--- src/rtl/cic_pkg.sv ---
// Shared definitions for the CIC decimation filter (integrator and comb sections).
// Holds the default filter geometry and the accumulator width rule.
package cic_pkg;

  localparam int CIC_N        = 3;
  localparam int CIC_R        = 8;
  localparam int CIC_IN_WIDTH = 8;

  // Bit growth of an N-stage CIC with differential delay 1 is N*clog2(R).
  function automatic int cic_out_width(input int in_w, input int n, input int r);
    return in_w + n * $clog2(r);
  endfunction

  localparam int CIC_OUT_WIDTH = cic_out_width(CIC_IN_WIDTH, CIC_N, CIC_R);

endpackage

--- src/rtl/cic_integ_decim_integrator.sv ---
// Single CIC integrator stage: a modular accumulator that advances only when
// ena is high. Wrap-around is intentional; the comb section cancels it.
// Ports:
//   clock  - rising-edge clock
//   reset  - asynchronous active-low reset, clears the accumulator
//   ena    - advance qualifier
//   x_in   - addend (already at accumulator width)
//   y_out  - registered accumulator value
module cic_integrator #(
  parameter int WIDTH = 17
) (
  input  logic             clock,
  input  logic             reset,
  input  logic             ena,
  input  logic [WIDTH-1:0] x_in,
  output logic [WIDTH-1:0] y_out
);

  logic [WIDTH-1:0] r_acc;

  always_ff @(posedge clock or negedge reset) begin
    if (!reset) begin
      r_acc <= '0;
    end else if (ena) begin
      r_acc <= r_acc + x_in;
    end
  end

  assign y_out = r_acc;

endmodule

--- src/rtl/cic_integ_decim.sv ---
// Integrator + decimator front end of the CIC decimation filter.
// N pipelined integrators run at the input rate; every R enabled cycles the
// last integrator's registered value is captured into y_out with a one-cycle
// valid strobe for the low-rate comb section.
// Ports:
//   clock     - rising-edge clock
//   reset     - asynchronous active-low reset
//   ena       - input sample qualifier; nothing advances while low
//   x_in      - signed input sample (IN_WIDTH)
//   y_out     - signed decimated integrator output (OUT_WIDTH), wraps
//   valid_out - one-cycle strobe when y_out has just been updated
module cic_integ_decim
  import cic_pkg::*;
#(
  parameter int IN_WIDTH  = CIC_IN_WIDTH,
  parameter int N         = CIC_N,
  parameter int R         = CIC_R,
  parameter int OUT_WIDTH = cic_out_width(IN_WIDTH, N, R)
) (
  input  logic                 clock,
  input  logic                 reset,
  input  logic                 ena,
  input  logic [IN_WIDTH-1:0]  x_in,
  output logic [OUT_WIDTH-1:0] y_out,
  output logic                 valid_out
);

  localparam int CW = $clog2(R);

  if (N < 1) begin : g_bad_n
    $error("cic_integ_decim: N must be at least 1");
  end
  if (R < 2) begin : g_bad_r
    $error("cic_integ_decim: R must be at least 2");
  end
  if (OUT_WIDTH <= IN_WIDTH) begin : g_bad_w
    $error("cic_integ_decim: OUT_WIDTH must exceed IN_WIDTH");
  end

  // w_stage[0] is the sign-extended input; w_stage[k+1] is integrator k.
  logic [OUT_WIDTH-1:0] w_stage [0:N];
  logic                 w_last;

  logic [CW-1:0]        r_cnt;
  logic [OUT_WIDTH-1:0] r_y;
  logic                 r_valid;

  // Gating the extended sample with ena keeps an undriven x_in out of the
  // accumulators during stalls, even though they would not load it anyway.
  assign w_stage[0] = ena ? {{(OUT_WIDTH-IN_WIDTH){x_in[IN_WIDTH-1]}}, x_in}
                          : '0;

  for (genvar k = 0; k < N; k++) begin : g_integ
    cic_integrator #(
      .WIDTH (OUT_WIDTH)
    ) u_integ (
      .clock (clock),
      .reset (reset),
      .ena   (ena),
      .x_in  (w_stage[k]),
      .y_out (w_stage[k+1])
    );
  end

  assign w_last = (r_cnt == CW'(R - 1));

  // Explicit wrap so non-power-of-two R works with the same counter.
  always_ff @(posedge clock or negedge reset) begin
    if (!reset) begin
      r_cnt <= '0;
    end else if (ena) begin
      r_cnt <= w_last ? '0 : r_cnt + CW'(1);
    end
  end

  // Captures the last stage's value from before this edge's accumulate.
  always_ff @(posedge clock or negedge reset) begin
    if (!reset) begin
      r_y     <= '0;
      r_valid <= 1'b0;
    end else begin
      r_valid <= ena && w_last;
      if (ena && w_last) begin
        r_y <= w_stage[N];
      end
    end
  end

  assign y_out     = r_y;
  assign valid_out = r_valid;

endmodule

--- config.mk ---
export PLATFORM = sky130hd
export DESIGN_NAME = cic_integ_decim
export DESIGN_NICKNAME = d
export VERILOG_FILES = /design/src/rtl/cic_pkg.sv /design/src/rtl/cic_integ_decim_integrator.sv /design/src/rtl/cic_integ_decim.sv
export SDC_FILE = /design/constraint.sdc
export NUM_CORES = 1
export LEC_CHECK = 0
export ABC_AREA = 0
export ABC_CLOCK_PERIOD_IN_PS = 3800
export BUFFER_PORTS_ARGS = -buffer_cell sky130_fd_sc_hd__buf_4
export CORE_MARGIN = 10
export CORE_UTILIZATION = 35
export DETAILED_ROUTE_END_ITERATION = 7
export HOLD_SLACK_MARGIN = 0.03
export PLACE_DENSITY = 0.63
export SETUP_SLACK_MARGIN = 0.02
export SYNTH_ARGS = -nofsm -noshare
export SYNTH_HDL_FRONTEND = slang
export SYNTH_SLANG_ARGS = --single-unit
--- constraint.sdc ---
create_clock -name clock -period 3.8 [get_ports clock]
set_clock_uncertainty 0.2 [all_clocks]
set_input_delay 0.57 -clock clock [delete_from_list [all_inputs] [get_ports clock]]
set_output_delay 0.57 -clock clock [all_outputs]
set_load 0.03 [all_outputs]
==> results_dict.tcl, run 1 <==
set metrics [dict create \
    cp.arrival_ps 2860 \
    syn_area_um2 5190 \
    cts_resized 0 \
    reg2reg_setup_slack_ps 1100 \
    fmax_mhz 358 \
    synthCells 513 \
    drt-initial-drc-count 212 \
    synth_edf_count 0 \
    drive_gt1_share_pct 19.8 \
    place_hpwl_um 8280 \
    reg2reg_from "g_integ[0].u_integ.y_out[0]" \
    crit_required_ps 3870 \
    grt.overflow.total 0 \
    drt_wl_total_um 11200 \
    fin_worst_hold_slack_ps 162 \
    end_kind "flip-flop" \
    viasPerCell 5.48 \
    via_count 3972 \
    slew_headroom_pct 38.7 \
    finalSetupTns_ps 0 \
    yosys_warnings 0 \
    core-area_um2 14500 \
    hold_violations 0 \
    drt_pass1_iterations 5 \
    drtAntennaViolNets 0 \
    h-tree-depth 3 \
    syn2layout_area_growth_pct 12.1 \
    cts_num_sinks 72 \
    die_w_um 142 \
    slowest_delay_ps 430 \
    die_area_um2 20100 \
    grt_pass1_vias 4024 \
    hold_path_class "in -> async" \
    cap_violations 0 \
    outcome "completed" \
    numPortBuffers 28 \
    drcViolationCount 0 \
    avgRoutedWirePerCell_um 15.5 \
    drv_slew 0 \
    post-route-period-util_pct 73.5 \
    antenna_cells 0 \
    initial_utilization_pct 35.7 \
    syn_nets 568 \
    io_pins 29 \
    cp_slowest_cell "o41ai_4" \
    setup_viol 0 \
    final.min_clock_period_ps 2790 \
    die_y_um 142 \
    synth-seq-cells 72 \
    grt_max_degree 73 \
    grt_pass1_wl_um 19300 \
    rsz0062_at_grt "no" \
    grt_use_total_pct 11.7 \
    routabilityCongestion 0.883 \
    worstSetupPathType "in -> reg" \
    cts_tree "yes" \
    fill_cells 1415 \
    worstRegToRegCells 8 \
    syn_area_per_cell_um2 10.1 \
    antenna_found_initial 0 \
    num-nets-final 591 \
    r2r-end "g_integ[0].u_integ.y_out[16]" \
    multi_input_area_um2 3260 \
    async_flop_share_pct 100 \
    cts_setup_buffers 0 \
    clk_path_buf_depth 2 \
    cts_buffers 9 \
    synth.distinct_cells 65 \
    worst-path-max-fanout 10 \
    clk_pin_slew_worst_paths_ps 60 \
    regArea_um2 1800 \
    root_buffer "clkbuf_16" \
    yosysSeqAreaShare_pct 34.7 \
    cp_cell_sequence "buf_4, and2_1, ha_1, fa_1, a21o_1, a21oi_2, nor2_1, o41ai_4, mux2i_1, xor2_1" \
    num_rows 44 \
    ys.flop_type "dfrtp_1" \
    crit_path_start_kind "primary input" \
    worst_pin_slew_ps 920 \
    hold_buffers 0 \
    clock_latency_ps 340 \
]
worst max path at each step:
stage / start / to
finish: ena / g_integ[0].u_integ.y_out[16]
global route: ena / g_integ[0].u_integ.y_out[8]
CTS: ena / g_integ[0].u_integ.y_out[16]
detailed placement: ena / g_integ[0].u_integ.y_out[16]
global placement: ena / g_integ[0].u_integ.y_out[16]
floorplan: ena / g_integ[0].u_integ.y_out[16]
synthesized netlist by cell type, types with 3 or more instances:
master / number / area, um2
a2111o_1: 4 / 45.0
a211oi_1: 10 / 75.1
a21o_1: 26 / 195
a21oi_1: 26 / 130
a221oi_1: 4 / 35.0
a22oi_1: 4 / 30.0
a41oi_1: 3 / 26.3
and2_1: 11 / 68.8
and3_1: 14 / 87.6
and4_1: 3 / 26.3
buf_1: 6 / 22.5
buf_2: 3 / 15.0
clkbuf_1: 9 / 33.8
dfrtp_1: 72 / 1800
fa_1: 3 / 60.1
ha_1: 41 / 513
inv_1: 8 / 30.0
mux2_2: 44 / 495
mux2i_1: 14 / 140
nand2_1: 36 / 135
nand2b_1: 5 / 31.3
nand3_1: 10 / 50.1
nand4_1: 8 / 50.1
nor2_1: 31 / 116
nor3_1: 3 / 15.0
nor3_2: 3 / 30.0
o211ai_1: 6 / 45.0
o21a_1: 3 / 22.5
o21ai_0: 11 / 55.1
o21ai_1: 10 / 50.1
o2bb2ai_1: 3 / 26.3
xnor2_1: 26 / 228
xor2_1: 5 / 43.8
area by class of cell:
class	instances	area share, %
timing repair buffer	32	4.12
clock inverter	3	0.322
sequential	72	30.9
clock buffer	13	4.12
multi-input combinational	412	56.0
tap	184	3.95
inverter	9	0.580
stage by stage:
stage                     worst slack [ps]  utilization (%)  instance area, um2  instances
after floorplan                        397                -                5190        513
after global placement                 705             38.3                5570        709
after detailed placement               648             38.3                5570        709
after CTS                             1010             40.1                5820        725
after global routing                   850             40.1                5820        725
final                                 1010             40.1                5820        725
kinds of logic (layout without fill, tap and decap cells):
| group | Yosys count | in the layout | synth area share, % |
|---|---|---|---|
| XOR/XNOR | 31 | 31 | 5.23 |
| multiplexers | 58 | 58 | 12.2 |
| adder cells (fa/ha/maj) | 44 | 44 | 11.0 |
| flip-flops | 72 | 72 | 34.7 |
| AO/OA/AOI/OAI | 139 | 139 | 20.2 |
| buffers and inverters | 29 | 57 | 2.55 |
| AND/OR/NAND/NOR | 140 | 140 | 14.0 |
placed cells by master, fill, tap and decap left out, drive strengths merged, types with 4 or more instances in the layout:
cell type  synthesis  layout
dfrtp             72      72
mux2              44      44
ha                41      41
nand2             37      37
buf                9      32
nor2              32      32
a21oi             29      29
a21o              28      28
xnor2             26      26
o21ai             23      23
and3              14      14
mux2i             14      14
clkbuf            11      13
a211oi            12      12
and2              11      11
nand3             10      10
inv                8       8
nand4              8       8
o211ai             6       6
nor3               6       6
nand2b             5       5
xor2               5       5
a2111o             4       4
a22oi              4       4
a221oi             4       4
o311ai             4       4
clkinv             1       4
state kept, by name, indices dropped and copies added (netlist names):
name	cells
r_cnt	3
y_out	17
g_integ.u_integ.y_out	51
valid_out	1
metal layers:
metal | track usage [%] | wire (um) | vias to the layer above
li1 | - | - | 1972
met1 | 14.9 | 5400 | 1931
met2 | 18.2 | 5180 | 54
met3 | 2.70 | 434 | 15
met4 | 6.08 | 226 | 0
met5 | 0 | 0 | -
critical path, delay by kind of cell:
| kind | cells | cell delay [ps] |
|---|---|---|
| buffers and inverters | 1 | 150 |
| muxes | 1 | 280 |
| adders and majority gates | 2 | 630 |
| xor gates and xnor gates | 1 | 170 |
| and+or+nand+nor | 2 | 230 |
| AOI/OAI and AO/OA | 3 | 820 |
Power of run 1 is left out: the tool's default activity adds up to more than one toggle a clock period on the data nets, which glitch-free logic cannot reach.
==> run 2: changes to the inputs <==
--- a/config.mk
+++ b/config.mk
@@ -6,7 +6,7 @@
 export NUM_CORES = 1
 export LEC_CHECK = 0
 export ABC_AREA = 0
-export ABC_CLOCK_PERIOD_IN_PS = 3800
+export ABC_CLOCK_PERIOD_IN_PS = 2610
 export BUFFER_PORTS_ARGS = -buffer_cell sky130_fd_sc_hd__buf_4
 export CORE_MARGIN = 10
 export CORE_UTILIZATION = 35
==> constraint.sdc (replaced) <==
create_clock -name clock -period 2.61 [get_ports clock]
set_clock_uncertainty 0.2 [all_clocks]
set_input_delay 0.3915 -clock clock [delete_from_list [all_inputs] [get_ports clock]]
set_output_delay 0.3915 -clock clock [all_outputs]
set_load 0.03 [all_outputs]
==> run 2 against run 1 <==
Against the previous run: global-route usage is 0.34 points higher; sequential share of layout area is 1.7 points lower; hold slack better by 45 ps; critical path depth is 2 lower; highest routed layer unchanged.
==> results_dict.tcl, run 2 (synthesis gave the netlist of run 1 again) <==
set metrics [dict create \
    hold_violations 0 \
    placed_area_um2 5780 \
    hold_depth 3 \
    cts_buffers 9 \
    grt.overflow.total 0 \
    cts_tree "yes" \
    regArea_um2 1800 \
    multi_input_area_um2 3370 \
    cpLargestDelayFamily "compound AO/OA/AOI/OAI gates" \
    cp_slowest_cell "fa_1" \
    cp_cell_sequence "ha_1, fa_1, a21o_1, a21oi_2, nand2_1, a221oi_1, xnor2_1, mux2_2" \
    cp.arrival_ps 2590 \
    clk_path_buf_depth 2 \
    viasPerCell 5.45 \
    worst-path-max-fanout 2 \
    worst_pin_slew_ps 567 \
    fmax_mhz 391 \
    die_w_um 142 \
    worstSetupPathType "reg -> reg" \
    largest_reg_flops 51 \
    avgRoutedWirePerCell_um 15.7 \
    num-nets-final 620 \
    layout_commonest_cell "dfrtp_1" \
    place_hpwl_um 8950 \
    final_cell_mix "dfrtp_1, buf_4, mux2_2" \
    io_pins 29 \
    slew_headroom_pct 62.2 \
    antenna_cells 0 \
    path_buf_inv 0 \
    clock_latency_ps 340 \
    crit_path_start_kind "flip-flop" \
    routabilityCongestion 0.880 \
    cts_num_sinks 72 \
    die_area_um2 20100 \
    drv_slew 0 \
    numPortBuffers 28 \
    drtAntennaViolNets 0 \
    finalInstanceArea_um2 6180 \
    cap_violations 0 \
    antenna_found_initial 0 \
    root_buffer "clkbuf_16" \
    crit_required_ps 2640 \
    syn2layout_area_growth_pct 18.9 \
    worstRegToRegCells 8 \
    post-route-period-util_pct 98.1 \
    setup_viol 0 \
    h-tree-depth 3 \
    end_kind "flip-flop" \
    drive_gt1_share_pct 27.5 \
    rsz0062_at_grt "yes" \
    via_count 4113 \
    outcome "completed" \
    grt_pass1_wl_um 19900 \
    slowest_delay_ps 410 \
    grt_pass1_vias 4089 \
    clk_pin_slew_worst_paths_ps 60 \
    cp.depth 8 \
    die_y_um 142 \
    drcViolationCount 0 \
    drt_wl_total_um 11800 \
    num_rows 44 \
    initial_utilization_pct 35.7 \
    drt-initial-drc-count 201 \
    drt_pass1_iterations 4 \
    grt_max_degree 45 \
    core-area_um2 14500 \
    grt_use_total_pct 12.1 \
    fill_cells 1388 \
    final.min_clock_period_ps 2560 \
    hold_path_class "in -> reg" \
]
run 2: cell count changes in the layout (fill, tap and decap cells not counted), moves of 3 or more:
cell / change
a21oi_1: -4
a21oi_2: +3
buf_4: +26
ha_1: -3
run 2: cell type report:
class	instances	area share, %
Inverter	9	0.547
Sequential cell	72	29.2
Tap cell	184	3.73
Clock inverter	3	0.284
Clock buffer	13	4.05
Multi-Input combinational cell	412	54.6
Timing Repair Buffer	61	7.58
run 2: path summary, 6_finish.rpt:
kind | start | to | slack (ps)
setup / recovery | g_integ[0].u_integ.y_out[0] | g_integ[1].u_integ.y_out[10] | 50
max in group asynchronous | reset | y_out[12] | 1240
setup reg to reg | g_integ[0].u_integ.y_out[0] | g_integ[1].u_integ.y_out[10] | 50
min in group asynchronous | reset | g_integ[0].u_integ.y_out[0] | 380
hold / removal | ena | g_integ[0].u_integ.y_out[2] | 210
hold reg to reg | y_out[14] | y_out[14] | 280
run 2: layer usage:
metal / wire, um / global-route usage, % / share of wire (%)
met1: 5450 / 14.9 / 46
met2: 5550 / 19.4 / 47
met3: 591 / 2.94 / 5.0
met4: 208 / 5.43 / 1.8
met5: 0 / 0 / 0
run 2: tightest hold or removal path, delay by kind of cell:
family / cells / cell delay [ps]
AO/OA/AOI/OAI: 1 / 70
buffers and inverters: 2 / 250
run 2: what timing repair did:
item	CTS	global route
hold endpoints to repair	41	0
resized for setup	3	20
setup endpoints to repair	3	21
hold buffers	1	0
buffers inserted	0	2
pin swaps	2	14
run 2: stage by stage:
stage | std cells | hold WS, ps | utilization, % | worst slack, ps | TNS [ps]
after global placement | 735 | 224 | 39.8 | -97.8 | -359
after detailed placement | 735 | 230 | 39.8 | -166 | -776
after CTS | 752 | 200 | 41.8 | 28.7 | 0
after global routing | 754 | 247 | 42.5 | -31.7 | -76.7
after floorplan | 513 | -104 | - | -356 | -1750
final | 754 | 207 | 42.5 | 49.6 | 0
Power of run 2 is left out for the same reason.
==> run 3: changes to the inputs <==
--- a/config.mk
+++ b/config.mk
@@ -7,12 +7,13 @@
 export LEC_CHECK = 0
 export ABC_AREA = 0
 export ABC_CLOCK_PERIOD_IN_PS = 2610
-export BUFFER_PORTS_ARGS = -buffer_cell sky130_fd_sc_hd__buf_4
+export CAP_MARGIN = 20
 export CORE_MARGIN = 10
 export CORE_UTILIZATION = 35
 export DETAILED_ROUTE_END_ITERATION = 7
+export DONT_BUFFER_PORTS = 1
 export HOLD_SLACK_MARGIN = 0.03
-export PLACE_DENSITY = 0.63
+export PLACE_DENSITY = 0.61
 export SETUP_SLACK_MARGIN = 0.02
 export SYNTH_ARGS = -nofsm -noshare
 export SYNTH_HDL_FRONTEND = slang
==> run 3 against run 2 <==
Against the previous run: count of clock-buffer cells in the layout stayed put; fmax increased by 2.3%; die area is the same; non-clock buffer count down 38; worst setup slack better by 57 ps; via count decreased by 1.2%; sequential share of layout area up 1.2 points; final cell count shrank 4.5%; wire length is 5.0% higher; critical endpoint unchanged; highest routed layer unchanged.
==> results_dict.tcl, run 3 (synthesis gave the netlist of run 1 again) <==
set metrics [dict create \
    outcome "completed" \
    whs_endpoint "g_integ[2].u_integ.y_out[11]" \
    drtAntennaViolNets 0 \
    cts_num_sinks 72 \
    initial_utilization_pct 35.7 \
    routabilityCongestion 0.882 \
    grt_pass1_wl_um 20700 \
    multi_input_area_um2 3370 \
    worstSetupPathType "reg -> reg" \
    largest_reg_flops 51 \
    post-route-period-util_pct 95.9 \
    fin_worst_hold_slack_ps 48.1 \
    num-nets-final 582 \
    drive_gt1_share_pct 22.6 \
    drcViolationCount 0 \
    placed_cells 693 \
    cp.arrival_ps 2520 \
    avgRoutedWirePerCell_um 17.2 \
    placed_area_um2 5470 \
    core-area_um2 14500 \
    place_hpwl_um 8480 \
    numPortBuffers 0 \
    layoutNonFillerInstCount 720 \
    cts_buffers 9 \
    cp_cell_sequence "ha_2, fa_2, a21o_1, a21oi_4, nand2_2, a221oi_2, xnor2_1, mux2_2" \
    worstRegToRegCells 8 \
    layout_commonest_cell "dfrtp_1" \
    hold_path_class "in -> reg" \
    via_count 4062 \
    end_kind "flip-flop" \
    drt-initial-drc-count 235 \
    syn2layout_area_growth_pct 14.6 \
    reg2reg_from "g_integ[0].u_integ.y_out[0]" \
    antenna_found_initial 4 \
    rsz0062_at_grt "yes" \
    hold_depth 1 \
    final_cell_mix "dfrtp_1, mux2_2, ha_1" \
    drt_pass1_iterations 4 \
    worst_pin_slew_ps 1030 \
    die_w_um 142 \
    finalSetupTns_ps 0 \
    finalInstanceArea_um2 5950 \
    r2r-end "g_integ[1].u_integ.y_out[10]" \
    setup_viol 0 \
    drv_slew 0 \
    hold_violations 0 \
    crit_path_start_kind "flip-flop" \
    num_rows 44 \
    clk_path_buf_depth 2 \
    cts_tree "yes" \
    fill_cells 1400 \
    clk_pin_slew_worst_paths_ps 60 \
    reg2reg_setup_slack_ps 110 \
    fmax_mhz 399 \
    viasPerCell 5.64 \
    grt_use_total_pct 12.7 \
    regArea_um2 1810 \
    h-tree-depth 3 \
    grt_max_degree 73 \
    worst-path-max-fanout 3 \
    clock_latency_ps 340 \
    final.min_clock_period_ps 2500 \
    cp_slowest_cell "dfrtp_2" \
    drt_wl_total_um 12400 \
    cpLargestDelayFamily "compound AO/OA/AOI/OAI gates" \
    die_y_um 142 \
    root_buffer "clkbuf_16" \
    crit_required_ps 2630 \
    slew_headroom_pct 30.9 \
    grt.overflow.total 0 \
    die_area_um2 20100 \
    path_buf_inv 0 \
    grt_pass1_vias 4112 \
    slowest_delay_ps 430 \
    cap_violations 0 \
    io_pins 29 \
    hp-start "ena" \
]
==> run 3: worst max path at each step <==
stage / start / endpoint / cells after the start
2_1_floorplan: ena / g_integ[0].u_integ.y_out[16] / 12
3_3_place_gp: ena / g_integ[0].u_integ.y_out[16] / 10
3_5_place_dp: g_integ[1].u_integ.y_out[0] / g_integ[2].u_integ.y_out[10] / 8
4_1_cts: g_integ[1].u_integ.y_out[0] / g_integ[2].u_integ.y_out[12] / 8
5_1_grt: g_integ[1].u_integ.y_out[0] / g_integ[2].u_integ.y_out[12] / 8
6_report: g_integ[0].u_integ.y_out[0] / g_integ[1].u_integ.y_out[10] / 8
==> run 3: per-stage QoR <==
| step | util, % | worst slack [ps] |
|---|---|---|
| after floorplan | - | -356 |
| after global placement | 37.6 | 10.4 |
| after detailed placement | 37.6 | -33.9 |
| after CTS | 40.4 | 42.2 |
| after global routing | 40.9 | 16.9 |
| final | 40.9 | 106 |
==> run 3: routing by layer <==
metal	vias to the layer above	global-route usage [%]	wire length (um)
met3	13	3.34	726
met2	94	21.0	5910
li1	1977	-	-
met5	-	0	0
met1	1978	15.6	5550
met4	0	4.30	202
==> run 3: timing repair <==
action,CTS,global route
hold endpoints to repair,90,0
cloned,0,0
setup buffers,0,1
pin swaps,1,18
gates resized for setup,6,19
setup endpoints to repair,6,19
hold buffers,6,0
==> run 3: cell type report <==
type,count,area share (%)
clock inverter,3,0.673
tap,184,3.87
clock buffer,13,4.37
timing repair buffer,23,3.45
sequential,72,30.3
inverter,9,0.568
multi-input combinational,412,56.6
antenna,4,0.168
Power of run 3 is left out for the same reason.
